**src/rtl/pila_dir_if.sv**
```systemverilog
// pila_dir_if: bundle between the control unit (master) and the return-address
// stack (slave).
//
// Signals:
//   push, pop, clr_err, din      master -> slave commands and data
//   dout, empty, full, level     slave -> master stack contents and status
//   ovf, udf                     slave -> master sticky error flags
//
// Handshake semantics: this bundle has no valid/ready pair. push and pop are
// single-cycle commands that the stack always takes on the rising edge where
// they are high. A command that cannot be honoured is dropped, and the drop
// is recorded in ovf (push while full) or udf (pop while empty). The value
// that a pop consumes is the dout present during the cycle in which pop is high.
interface pila_dir_if #(
    parameter int WIDTH = 10,
    parameter int DEPTH = 8
);
    localparam int AW = $clog2(DEPTH);

    logic             push;
    logic             pop;
    logic             clr_err;
    logic [WIDTH-1:0] din;
    logic [WIDTH-1:0] dout;
    logic             empty;
    logic             full;
    logic [AW:0]      level;
    logic             ovf;
    logic             udf;

    modport master (
        output push, pop, clr_err, din,
        input  dout, empty, full, level, ovf, udf
    );

    modport slave (
        input  push, pop, clr_err, din,
        output dout, empty, full, level, ovf, udf
    );
endinterface

```
**src/rtl/pila_dir.sv**
```systemverilog
// pila_dir: hardware return-address stack placed beside the PC path.
// A push stores the return address (PC+1). dout always presents the current
// top of stack, so the PC mux can load dout in the same cycle that pop is high.
//
// Ports:
//   clk    system clock; all state changes happen on its rising edge
//   reset  asynchronous reset, active-low
//   bus    pila_dir_if.slave (push/pop/clr_err/din in; dout/empty/full/level/ovf/udf out)
//
// This block has no FSM. Its only state is the stack pointer sp (equal to
// level), the registered top of stack, and the two sticky flags.
module pila_dir #(
    parameter int WIDTH = 10,
    parameter int DEPTH = 8,
    localparam int AW = $clog2(DEPTH)
) (
    input logic       clk,
    input logic       reset,
    pila_dir_if.slave bus
);
    localparam logic [AW:0] SP_FULL = (AW+1)'(DEPTH);
    localparam logic [AW:0] SP_ONE  = (AW+1)'(1);
    localparam logic [AW:0] SP_TWO  = (AW+1)'(2);

    logic [WIDTH-1:0] mem [DEPTH];
    logic [AW:0]      sp;
    logic [WIDTH-1:0] dout_q;
    logic             ovf_q;
    logic             udf_q;

    logic             is_empty;
    logic             is_full;
    logic             do_push;
    logic             do_replace;
    logic             do_pop;
    logic             ovf_evt;
    logic             udf_evt;
    logic             wr_en;
    logic [AW:0]      sp_m1;
    logic [AW:0]      sp_m2;
    logic [AW-1:0]    wr_idx;
    logic [AW-1:0]    rd_idx;

    always_comb begin
        is_empty   = (sp == '0);
        is_full    = (sp == SP_FULL);
        sp_m1      = sp - SP_ONE;
        sp_m2      = sp - SP_TWO;
        // Push+pop on a non-empty stack overwrites the top and leaves sp
        // unchanged. On an empty stack, push+pop acts as a plain push.
        do_replace = bus.push & bus.pop & ~is_empty;
        do_push    = bus.push & ~do_replace & ~is_full;
        ovf_evt    = bus.push & ~do_replace & is_full;
        do_pop     = bus.pop & ~bus.push & ~is_empty;
        udf_evt    = bus.pop & ~bus.push & is_empty;
        wr_en      = do_push | do_replace;
        wr_idx     = do_replace ? sp_m1[AW-1:0] : sp[AW-1:0];
        // Entry that becomes the new top after a pop; used only when sp >= 2.
        rd_idx     = sp_m2[AW-1:0];
    end

    // The storage array has no reset. Reads only ever target indices below
    // sp, so an unwritten entry can never reach dout.
    always_ff @(posedge clk) begin
        if (wr_en) begin
            mem[wr_idx] <= bus.din;
        end
    end

    always_ff @(posedge clk or negedge reset) begin
        if (!reset) begin
            sp     <= '0;
            dout_q <= '0;
            ovf_q  <= 1'b0;
            udf_q  <= 1'b0;
        end else begin
            if (do_push) begin
                sp <= sp + SP_ONE;
            end else if (do_pop) begin
                sp <= sp_m1;
            end

            if (wr_en) begin
                dout_q <= bus.din;
            end else if (do_pop) begin
                dout_q <= (sp >= SP_TWO) ? mem[rd_idx] : '0;
            end

            // A new error on the same edge as clr_err wins over the clear.
            ovf_q <= (ovf_q & ~bus.clr_err) | ovf_evt;
            udf_q <= (udf_q & ~bus.clr_err) | udf_evt;
        end
    end

    assign bus.dout  = dout_q;
    assign bus.level = sp;
    assign bus.empty = is_empty;
    assign bus.full  = is_full;
    assign bus.ovf   = ovf_q;
    assign bus.udf   = udf_q;
endmodule

```
**src/flat_wrapper.sv**
```systemverilog
// flat-port wrapper written by rule: the top's interface ports become plain ports
module pila_dir_flat 
#(
    parameter int WIDTH = 10,
    parameter int DEPTH = 8,
    localparam int AW = $clog2(DEPTH)
)
  (clk, reset, bus_push, bus_pop, bus_clr_err, bus_din, bus_dout, bus_empty, bus_full, bus_level, bus_ovf, bus_udf);
  pila_dir_if #(.WIDTH(WIDTH), .DEPTH(DEPTH)) bus_i ();
  input logic clk;
  input logic reset;
  input wire logic [$bits(bus_i.push)-1:0] bus_push;
  input wire logic [$bits(bus_i.pop)-1:0] bus_pop;
  input wire logic [$bits(bus_i.clr_err)-1:0] bus_clr_err;
  input wire logic [$bits(bus_i.din)-1:0] bus_din;
  output wire logic [$bits(bus_i.dout)-1:0] bus_dout;
  output wire logic [$bits(bus_i.empty)-1:0] bus_empty;
  output wire logic [$bits(bus_i.full)-1:0] bus_full;
  output wire logic [$bits(bus_i.level)-1:0] bus_level;
  output wire logic [$bits(bus_i.ovf)-1:0] bus_ovf;
  output wire logic [$bits(bus_i.udf)-1:0] bus_udf;
  assign bus_i.push = bus_push;
  assign bus_i.pop = bus_pop;
  assign bus_i.clr_err = bus_clr_err;
  assign bus_i.din = bus_din;
  assign bus_dout = bus_i.dout;
  assign bus_empty = bus_i.empty;
  assign bus_full = bus_i.full;
  assign bus_level = bus_i.level;
  assign bus_ovf = bus_i.ovf;
  assign bus_udf = bus_i.udf;
  pila_dir #(.WIDTH(WIDTH), .DEPTH(DEPTH)) u_core (.clk(clk), .reset(reset), .bus(bus_i));
endmodule
```
**config.mk**
```make
export PLATFORM = sky130hd
export DESIGN_NAME = pila_dir_flat
export DESIGN_NICKNAME = d
export VERILOG_FILES = /design/src/rtl/pila_dir_if.sv /design/src/rtl/pila_dir.sv /design/src/flat_wrapper.sv
export SDC_FILE = /design/constraint.sdc
export NUM_CORES = 1
export LEC_CHECK = 0
export CAP_MARGIN = 20
export CORE_ASPECT_RATIO = 0.75
export CORE_MARGIN = 4
export CORE_UTILIZATION = 62
export DETAILED_ROUTE_END_ITERATION = 10
export PLACE_DENSITY = 0.84
export SYNTH_ARGS = -nofsm -noshare
export SYNTH_HDL_FRONTEND = slang
export SYNTH_SLANG_ARGS = --single-unit
export TNS_END_PERCENT = 100
```
**constraint.sdc**
```tcl
create_clock -name clk -period 7.4 [get_ports clk]
set_input_delay 1.11 -clock clk [delete_from_list [all_inputs] [get_ports clk]]
set_output_delay 1.11 -clock clk [all_outputs]
set_load 0.03 [all_outputs]
```
# After elaboration in Yosys (flattened, before gate mapping)
# Memories as Yosys holds them, arrays and structs flattened.
# Index checks and enable logic that the tools add are counted.
[classes]
addsub = 3
magnitude_cmp = 1
n_eq_ne = 1
mux = 8
bitwise = 18
n_reduce_logical = 3
[op_table]
columns = ["cell", "n"]
rows = [
  ["$mux W10", 3],
  ["$and A1 B1 Y1", 10],
  ["$mux W4", 2],
  ["$not A1 Y1", 5],
  ["$add A4 B1 Y4 const B", 1],
  ["$eq A4 B4 Y1 const B", 1],
  ["$ge A4 B2 Y1 const B", 1],
  ["$logic_not A4 Y1", 1],
  ["$reduce_bool A2 Y1", 2],
  ["$sub A4 B1 Y4 const B", 1],
  ["$mux W3", 1],
  ["$or A1 B1 Y1", 3],
  ["$sub A3 B2 Y3 const B", 1],
  ["$mux W1", 2],
]
[word_totals]
register_bits = 16
ram_bits = 80
in_bits = 15
output_inout_bits = 18
word_cells = 39
memories = 1
[mem_list]
columns = ["memory", "words", "word_bits", "rd", "rd_clocked_by_memory_dff", "write_ports", "line_no", "rtl"]
rows = [
  ["u_core.mem", 8, 10, 1, 0, 1, "pila_dir.sv:25", "logic [WIDTH-1:0] mem [DEPTH];"],
]

# Longest topological paths before layout
[depth]
depth_word = 9
mapped_depth = 9
ltp_nobuf = 7

# Worst setup path before layout
# Ideal clock, no wire load.
[synth_timing]
path_kind = "reg-to-output"
start = "register u_core.sp[0] (netlist: u_core.bus.level[0])"
end = "output bus_empty"
t_arrival_ns = 2.011
t_required_ns = 6.290
setup_slack_ns = 4.279
path_stages_with_launch = 7
n_path_buf = 2
cell_sequence = "dfrtp_1 -> buf_6 -> buf_2 -> inv_1 -> ha_1 -> or3b_1 -> inv_1"
[synth_between]
elab_chain_len = 1
[synth_rtl]
columns = ["item", "line_no", "rtl"]
rows = [
  ["start: declaration", "pila_dir.sv:26", "logic [AW:0] sp;"],
  ["start signal: assignment", "pila_dir.sv:78", "sp <= sp + SP_ONE;"],
  ["start signal: assignment", "pila_dir.sv:80", "sp <= sp_m1;"],
  ["$logic_not A4 Y1", "pila_dir.sv:45", "is_empty = (sp == '0);"],
  ["end: declaration", "flat_wrapper.sv:17", "output wire logic [$bits(bus_i.empty)-1:0] bus_empty;"],
]
# Every way passes these cells.

# Final worst setup path
[layout_timing]
start = "register u_core.sp[1] (netlist: u_core.bus.level[1])"
end = "output bus_empty"
# Same word-level chain as after synthesis.

==> flow_summary.toml <==
[power]
power.density_mw_per_mm2 = 386
vdd_drop_max_uv = 231
power_mw = 1.83
p_leak_nw = 1.67

[synth]
ys_seq_elements = 96
synthTopCellsByCount = "edfxtp_1 (80), nor2_1 (20), mux4_2 (18)"
synth_seq_area_share_pct = 66.9
yosys_most_used_dff = "edfxtp_1"
synthCells = 245
synth_cell_types = 47
synth-async-reset-ratio_pct = 16.7
yosys_warnings = 0
syn_area_mm2 = 0.00419
synth_top_area_share_pct = 57.4
syn_area_per_cell_um2 = 17.1
netlist.top_cell.by_area = "edfxtp_1"
synth_nets = 266
synth-edff-count = 80
synthTopCellsByArea = "edfxtp_1 (57%), mux4_2 (9.7%), dfrtp_1 (9.6%)"
synth_most_common_cell = "edfxtp_1"

[worst_setup_path]
path_buf_inv = 4
cp_top_family = "buffers and inverters"
worst_path_max_delay_cell = "clkdlybuf4s50_1"
path_depth = 6
cp.arrival_ns = 2.84
crit_path_max_fanout = 30
path_class = "reg -> out"
crit_chain = "buf_4 > inv_1 > ha_1 > or3b_1 > inv_1 > clkdlybuf4s50_1"
r2r_cells = 7
start_kind = "flip-flop"
critPathRequiredTime_ns = 6.29
path_common_cell = "inv_1"
crit_path_max_incr_delay_ns = 0.68
endpoint_kind = "primary output"

[cts]
clockBufferDepth = 2
cts.sinks = 96
hold_buffers = 0
insertion_delay_ns = 0.35
cts_resized = 0
cts.clk_slew.worst_paths_ns = 0.08
cts_tree = "built"
post_cts_buffers = 0
htree_levels = 3
root_buffer = "clkbuf_8"
cts_buffers = 9

[detailed_routing]
finalWirelength_um = 8370
firstDrtPassIters = 5
wl_per_cell_um = 23.0
vias = 2391
final_antenna_net_count = 0
drt_iter0_drc = 286
vias_per_cell = 6.59
drc = 0

[floorplanning]
die_area_mm2 = 0.00815
start_util_pct = 65.0
fp-row-count = 25
io_pins = 33
die_y_um = 79.2
core_region_area_mm2 = 0.00644
die_w_um = 103

[final_layout]
num-fill-cells = 411
drive_gt1_share_pct = 14.9
finalNonFillerCells = 363
nNetsFinal = 299
num_antenna_cells = 0
areaGrowthSynthToFinish_pct = 13.3

[grt]
grt_pass1_wl_um = 13300
grt_usage_pct = 22.8
gr-total-overflow = 0
grt_max_degree = 33
antenna_found_initial = 0
grt_pass1_vias = 2328

[placed_design]
dp_hpwl_um = 5390
portBuffers = 32
place.gp.congestion = 0.844
dp.cells = 346

[timing]
finalCritPeriodShare_pct = 53.4
clock_skew_ns = 0.0138
relSlewSlack_pct = 29.8
final.setup.tns_ns = 0
rsz0062_at_grt = "false"
finalHoldViolations = 0
fmaxAchievable_mhz = 253
tightestPinTransition_ns = 1.05
setup_viol = 0
final_max_slew_viol_count = 0
post-route-min-period_ns = 3.95

[run_status]
status = "complete, no violations"

[flow_run]
cap_violations = 0

[hold_path]
min_delay_path_depth = 2
min_path_type = "reg -> reg"
[kinds of logic (layout without fill, tap and decap cells)]
kind of cell	after synthesis	in the layout	share of synthesized area [%]
AOI/OAI and AO/OA	43	43	8.19
buffers and inverters	24	61	3.73
DFF	96	96	66.9
and+or+nand+nor	42	42	5.14
muxes	32	32	13.8
xor gates and xnor gates	2	2	0.418
adders and majority gates	6	6	1.79
[worst min-delay path, delay by kind of cell (launching register included)]
| kind | cells | cell delay [ns] |
|---|---|---|
| AOI/OAI and AO/OA | 1 | 0.06 |
| DFF | 1 | 0.38 |
| buffers and inverters | 1 | 0.05 |
[registers in the layout, indices dropped and copies added, names as in the netlist]
register,flops
u_core.bus.ovf,1
u_core.bus.level,4
u_core.bus.udf,1
u_core.bus.dout,10
u_core.mem,80
[final timing paths]
check	from	to	slack, ns
max in group asynchronous	reset	u_core.bus.dout[0]	5.60
setup reg to reg	u_core.bus.level[1]	u_core.mem[5][8]	4.06
hold reg to reg	u_core.bus.udf	u_core.bus.udf	0.52
setup / recovery	u_core.bus.level[1]	bus_empty	3.45
min in group asynchronous	reset	u_core.bus.dout[9]	1.25
hold / removal	u_core.bus.udf	u_core.bus.udf	0.52
[cell type report]
| class | count | area [µm²] | area share, % |
|---|---|---|---|
| clock inverter | 6 | 91.3 | 1.93 |
| sequential | 96 | 2800 | 59.1 |
| clock buffer | 9 | 124 | 2.61 |
| multi-input combinational | 125 | 1230 | 25.9 |
| tap | 81 | 101 | 2.14 |
| timing repair buffer | 36 | 358 | 7.54 |
| inverter | 10 | 37.5 | 0.791 |
[where the power goes]
group	internal [mW]	switching, mW	total [mW]
clock	0.191	0.169	0.360
combinational	0.314	0.406	0.720
sequential	0.696	0.0552	0.751
total	1.20	0.631	1.83
[placed cells by master (no fill, tap or decap), types with 2 or more instances in the layout]
cell,count
clkdlybuf4s50_1,32
bufinv_16,2
a221o_1,10
buf_6,2
a211oi_1,2
edfxtp_1,80
inv_1,10
nand3_1,3
xnor2_1,2
buf_4,2
nor3_1,5
mux2i_1,12
nor2_1,20
ha_1,6
o21ai_0,8
a21oi_1,6
clkbuf_8,9
dfrtp_1,16
nand2_1,3
inv_6,2
or3b_1,2
mux4_2,18
a31oi_1,2
mux4_1,2
[per-stage QoR]
stage	util [%]	setup slack (ns)	cell area, µm²	hold slack, ns
2_1_floorplan	-	4.28	4190	0.654
3_3_place_gp	69.9	3.62	4510	0.502
3_5_place_dp	69.9	3.55	4510	0.503
4_1_cts	73.3	3.45	4720	0.526
5_1_grt	73.6	3.29	4740	0.549
6_report	73.6	3.45	4740	0.523
[routing by layer]
metal,wire length [µm],up-vias,track usage (%)
met5,0,-,0
met1,3320,1209,32.8
met2,4150,131,35.5
met3,837,7,5.53
met4,53,0,5.30
li1,-,1044,-
Power figures use the tool's default switching activity.
